`src/rtl/reset_sequencer_pkg.sv`:
```
// Shared state encoding and default parameters for the reset sequencer.
package reset_sequencer_pkg;

    typedef enum logic [1:0] {
        WAIT_LOCK = 2'd0,
        HOLD      = 2'd1,
        STAGGER   = 2'd2,
        RUN       = 2'd3
    } state_t;

    localparam int DEF_NUM_LOCKS      = 3;
    localparam int DEF_NUM_DOMAINS    = 3;
    localparam int DEF_HOLD_CYCLES    = 16777215;
    localparam int DEF_STAGGER_CYCLES = 256;
    localparam int DEF_SYNC_STAGES    = 2;

    localparam logic [7:0] LOSS_COUNT_MAX = 8'hFF;

    function automatic int max_int(input int a, input int b);
        return (a > b) ? a : b;
    endfunction

endpackage

```
`src/rtl/reset_sequencer_sync_bit.sv`:
```
// Multi-flop synchronizer for one asynchronous level into the clk domain.
module sync_bit #(
    parameter int STAGES = 2
) (
    input  logic clk,
    input  logic reset_n,
    input  logic d,
    output logic q
);

    logic [STAGES-1:0] shift_reg;

    always_ff @(posedge clk or negedge reset_n) begin
        if (!reset_n) begin
            shift_reg <= '0;
        end else begin
            shift_reg <= {shift_reg[STAGES-2:0], d};
        end
    end

    assign q = shift_reg[STAGES-1];

endmodule

```
`src/rtl/reset_sequencer.sv`:
```
// Power-on reset sequencer: waits for all clock locks, holds, then releases
// reset domains one by one with a fixed stagger; any abort restarts it.
module reset_sequencer
    import reset_sequencer_pkg::*;
#(
    parameter int NUM_LOCKS      = DEF_NUM_LOCKS,
    parameter int NUM_DOMAINS    = DEF_NUM_DOMAINS,
    parameter int HOLD_CYCLES    = DEF_HOLD_CYCLES,
    parameter int STAGGER_CYCLES = DEF_STAGGER_CYCLES,
    parameter int SYNC_STAGES    = DEF_SYNC_STAGES
) (
    input  logic                   clk,
    input  logic                   reset_n,
    input  logic                   reset_req,
    input  logic [NUM_LOCKS-1:0]   locked,
    input  logic                   sw_reset,
    output logic [NUM_DOMAINS-1:0] domain_reset,
    output logic                   all_released,
    output logic [7:0]             loss_count
);

    localparam int CNT_MAX = max_int(HOLD_CYCLES, STAGGER_CYCLES);
    localparam int CNT_W   = $clog2(CNT_MAX + 1);
    localparam int IDX_W   = (NUM_DOMAINS > 1) ? $clog2(NUM_DOMAINS) : 1;

    localparam logic [CNT_W-1:0] HOLD_LAST    = CNT_W'(HOLD_CYCLES - 1);
    localparam logic [CNT_W-1:0] STAGGER_LAST = CNT_W'(STAGGER_CYCLES - 1);
    localparam logic [IDX_W-1:0] IDX_LAST     = IDX_W'(NUM_DOMAINS - 1);

    logic [NUM_LOCKS-1:0] lock_sync;
    logic                 req_sync;

    generate
        for (genvar gi = 0; gi < NUM_LOCKS; gi++) begin : g_lock_sync
            sync_bit #(.STAGES(SYNC_STAGES)) u_sync_lock (
                .clk     (clk),
                .reset_n (reset_n),
                .d       (locked[gi]),
                .q       (lock_sync[gi])
            );
        end
    endgenerate

    sync_bit #(.STAGES(SYNC_STAGES)) u_sync_req (
        .clk     (clk),
        .reset_n (reset_n),
        .d       (reset_req),
        .q       (req_sync)
    );

    logic lock_loss;
    logic abort;

    assign lock_loss = ~(&lock_sync);
    assign abort     = req_sync | sw_reset | lock_loss;

    state_t                 state_reg;
    logic [CNT_W-1:0]       cnt_reg;
    logic [IDX_W-1:0]       idx_reg;
    logic [NUM_DOMAINS-1:0] domain_reset_reg;
    logic                   all_released_reg;
    logic [7:0]             loss_count_reg;

    always_ff @(posedge clk or negedge reset_n) begin
        if (!reset_n) begin
            state_reg        <= WAIT_LOCK;
            cnt_reg          <= '0;
            idx_reg          <= '0;
            domain_reset_reg <= '1;
            all_released_reg <= 1'b0;
            loss_count_reg   <= '0;
        end else begin
            // Losing lock while still waiting for it is expected, not an event.
            if (abort && lock_loss && (state_reg != WAIT_LOCK) &&
                (loss_count_reg != LOSS_COUNT_MAX)) begin
                loss_count_reg <= loss_count_reg + 8'd1;
            end

            if (abort) begin
                state_reg        <= WAIT_LOCK;
                cnt_reg          <= '0;
                idx_reg          <= '0;
                domain_reset_reg <= '1;
                all_released_reg <= 1'b0;
            end else begin
                case (state_reg)
                    WAIT_LOCK: begin
                        state_reg <= HOLD;
                        cnt_reg   <= '0;
                    end
                    HOLD: begin
                        if (cnt_reg == HOLD_LAST) begin
                            cnt_reg             <= '0;
                            domain_reset_reg[0] <= 1'b0;
                            if (NUM_DOMAINS > 1) begin
                                state_reg <= STAGGER;
                                idx_reg   <= IDX_W'(1);
                            end else begin
                                state_reg        <= RUN;
                                all_released_reg <= 1'b1;
                            end
                        end else begin
                            cnt_reg <= cnt_reg + CNT_W'(1);
                        end
                    end
                    STAGGER: begin
                        if (cnt_reg == STAGGER_LAST) begin
                            cnt_reg                   <= '0;
                            domain_reset_reg[idx_reg] <= 1'b0;
                            if (idx_reg == IDX_LAST) begin
                                state_reg        <= RUN;
                                all_released_reg <= 1'b1;
                            end else begin
                                idx_reg <= idx_reg + IDX_W'(1);
                            end
                        end else begin
                            cnt_reg <= cnt_reg + CNT_W'(1);
                        end
                    end
                    RUN: begin
                        state_reg <= RUN;
                    end
                    default: begin
                        state_reg <= WAIT_LOCK;
                    end
                endcase
            end
        end
    end

    assign domain_reset = domain_reset_reg;
    assign all_released = all_released_reg;
    assign loss_count   = loss_count_reg;

endmodule

```
`config.mk`:
```
export PLATFORM = sky130hd
export DESIGN_NAME = reset_sequencer
export DESIGN_NICKNAME = d
export VERILOG_FILES = /design/src/rtl/reset_sequencer_pkg.sv /design/src/rtl/reset_sequencer_sync_bit.sv /design/src/rtl/reset_sequencer.sv
export SDC_FILE = /design/constraint.sdc
export NUM_CORES = 1
export LEC_CHECK = 0
export CORE_MARGIN = 1
export CORE_UTILIZATION = 58
export DETAILED_ROUTE_END_ITERATION = 10
export PLACE_DENSITY = 0.82
export SLEW_MARGIN = 10
export SYNTH_ARGS = -nofsm -noshare
export SYNTH_HDL_FRONTEND = slang
export SYNTH_SLANG_ARGS = --single-unit
```
`constraint.sdc`:
```
create_clock -name clk -period 2.4 [get_ports clk]
set_input_delay 0.36 -clock clk [delete_from_list [all_inputs] [get_ports clk]]
set_output_delay 0.36 -clock clk [all_outputs]
set_load 0.01 [all_outputs]
```
==> flow_metrics.env <==
export IMPL_outcome="complete, no violations"
export IMPL_largest_reg_flops=24
export IMPL_synth_warnings=0
export IMPL_synth_area_top_cells="dfrtp_1, nand2_1, ha_1"
export IMPL_power_per_cell_area_nw_per_um2=523
export IMPL_synth_top_cells_by_count="dfrtp_1, nand2_1, a21oi_1, nand3_1, inv_1"
export IMPL_numCtsBuffers=5
export IMPL_cts_tree="yes"
export IMPL_ant_nets=0
export IMPL_drive_above_1_share_pct=13.0
export IMPL_portBuffers=18
export IMPL_fin_nets=300
export IMPL_netlist_area_sq_um=2470
export IMPL_ir_drop_v=0.000453
export IMPL_synth_edf_count=0
export IMPL_initial_utilization_pct=60.9
export IMPL_cts_root_buf="clkbuf_8"
export IMPL_finalHoldViolCount=0
export IMPL_endpoint_kind="flop"
export IMPL_place_congestion=0.869
export IMPL_yosys_area_top_type="dfrtp_1"
export IMPL_synth_cell_types=46
export IMPL_die_h_um=67.3
export IMPL_setup_viol=0
export IMPL_fmax_mhz=440
export IMPL_avgSynthCellArea_sq_um=9.77
export IMPL_htreeDepth=2
export IMPL_ys_ff_latch=48
export IMPL_clk_latency_ns=0.31
export IMPL_drt_iter0_drc=196
export IMPL_grt_total_usage_pct=24.9
export IMPL_diodes=0
export IMPL_crit_type="reg2reg"
export IMPL_period_share_pct=94.6
export IMPL_overflow=0
export IMPL_slew_viol_final=0
export IMPL_fin_setup_tns_ns=0
export IMPL_num_rows=23
export IMPL_cap_viol_max_count=0
export IMPL_ios=19
export IMPL_crit_fanout=9
export IMPL_cp_arrival_ns=2.47
export IMPL_synthToLayoutAreaGrowth_pct=16.7
export IMPL_grt_max_degree=38
export IMPL_wl_per_cell_um=15.8
export IMPL_cts_sinks=48
export IMPL_drc=0
export IMPL_cts_max_path_buffers=2
export IMPL_hpwl_um=3500
export IMPL_start_kind="flop"
export IMPL_fin_worst_skew_ns=0.00568
export IMPL_synth_top_area_share_pct=45.6
export IMPL_grt_first_pass_wirelength_um=8310
export IMPL_finalPower_mw=1.51
export IMPL_maxSlewHeadroom_pct=55.6
export IMPL_seq_area_frac_synth_pct=48.8
export IMPL_vias=2058
export IMPL_leakage_nw=1.23
export IMPL_clk_pin_slew_ns=0.08
export IMPL_die_area_sq_um=4530
export IMPL_core_sq_um=4060
export IMPL_netlist_instances=253
export IMPL_hold_class="reg2reg"
export IMPL_worst_pin_slew_ns=0.662
export IMPL_die_w_um=67.3
export IMPL_firstDrtPassIters=5
export IMPL_grt_pass1_vias=1835
export IMPL_critical_path_required_ns=2.60
export IMPL_synthesis_nets=269
export IMPL_antenna_found_initial=0
export IMPL_totalWireLength_um=5280
export IMPL_yosysMostFrequentCell="dfrtp_1"
export IMPL_synthFlopType="dfrtp_1"
export IMPL_rsz0062_at_grt="false"
export IMPL_viasPerCell=6.14
export IMPL_post_route_min_period_ns=2.27
export IMPL_synthArstFlopShare_pct=100
[logic make-up after synthesis]
kind of cell    share of synthesized area [%]
fa+ha+maj                                4.56
compound gates                           16.6
buf+inv                                  3.70
simple gates                             23.1
mux                                     0.861
flops                                    48.8
xor+xnor                                 2.48
[routing by layer]
metal	vias up	share of wire (%)	track usage, %
li1	983	-	-
met1	997	45	32.5
met2	66	48	39.6
met3	12	4.4	3.72
met4	0	2.7	13.6
met5	-	0	0
[layout make-up]
cell class,count,area [sq um]
Sequential cell,48,1200
Clock buffer,6,82.6
Clock inverter,2,10.0
Fill cell,317,1170
Timing Repair Buffer,30,268
Tap cell,50,62.6
Inverter,14,52.6
Multi-Input combinational cell,185,1200
[repair_timing]
action	in CTS	in global routing
buffers inserted	0	2
hold buffers	1	0
hold endpoints to repair	14	0
resized for setup	0	2
setup endpoints to repair	0	22
[power breakdown]
part / internal (mW) / leakage, nW / total (mW) / switching, mW
Sequential: 0.840 / 0.637 / 0.872 / 0.0317
Combinational: 0.0783 / 0.537 / 0.135 / 0.0562
Clock: 0.230 / 0.0510 / 0.500 / 0.270
[path summary, 6_finish.rpt]
kind                                                                        start                                           endpoint  slack (ns)  cells after the start
worst max-delay path                                       cnt_reg[9]$_DFFE_PN0P_                             cnt_reg[7]$_DFFE_PN0P_        0.13                      7
worst min-delay path            g_lock_sync[2].u_sync_lock.shift_reg[0]$_DFF_PN0_  g_lock_sync[2].u_sync_lock.shift_reg[1]$_DFF_PN0_        0.36                      0
worst max register to register                             cnt_reg[9]$_DFFE_PN0P_                             cnt_reg[7]$_DFFE_PN0P_        0.13                      7
worst min register to register  g_lock_sync[2].u_sync_lock.shift_reg[0]$_DFF_PN0_  g_lock_sync[2].u_sync_lock.shift_reg[1]$_DFF_PN0_        0.36                      0
max in group asynchronous                                                 reset_n                        domain_reset[1]$_DFFE_PN1P_        1.29                      3
min in group asynchronous                                                 reset_n                            cnt_reg[14]$_DFFE_PN0P_        0.48                      2
[per-stage QoR]
step / hold slack [ns] / setup slack [ns] / instance area [sq um] / utilization (%) / std cells
finish: 0.357 / 0.129 / 2880 / 71.0 / 335
global route: 0.362 / 0.0295 / 2880 / 71.0 / 335
CTS: 0.360 / 0.0236 / 2850 / 70.2 / 332
detailed placement: 0.287 / 0.0365 / 2740 / 67.6 / 323
global placement: 0.287 / 0.109 / 2740 / 67.6 / 323
floorplan: 0.0644 / 0.311 / 2470 / - / 253
[cell usage in the layout, fill, tap and decap left out, types with 2 or more instances in the layout]
master,instances
a221o_1,2
dfrtp_1,45
nor2_1,9
clkdlybuf4s50_1,17
nor3_1,7
nand3b_1,2
ha_1,9
a31oi_1,12
dfstp_2,3
a21o_1,5
nor4_2,2
a21oi_4,2
xnor2_1,6
nand3_1,17
clkbuf_8,6
inv_1,14
or3_1,3
nand2_1,32
nand4_1,8
and2_1,2
nand2b_1,3
nor4_1,5
o21ai_0,13
clkinv_2,2
o311ai_0,2
buf_4,11
a21oi_1,17
and3_1,8
[worst max-delay path: stages (launching register included)]
cell,delay [ns]
dfrtp_1,0.49
and4_1,0.30
nand4_4,0.13
o41ai_4,0.44
buf_4,0.22
a21o_1,0.34
nor3_1,0.10
a21o_1,0.16
Note: power is estimated with default switching activity, not from simulation.
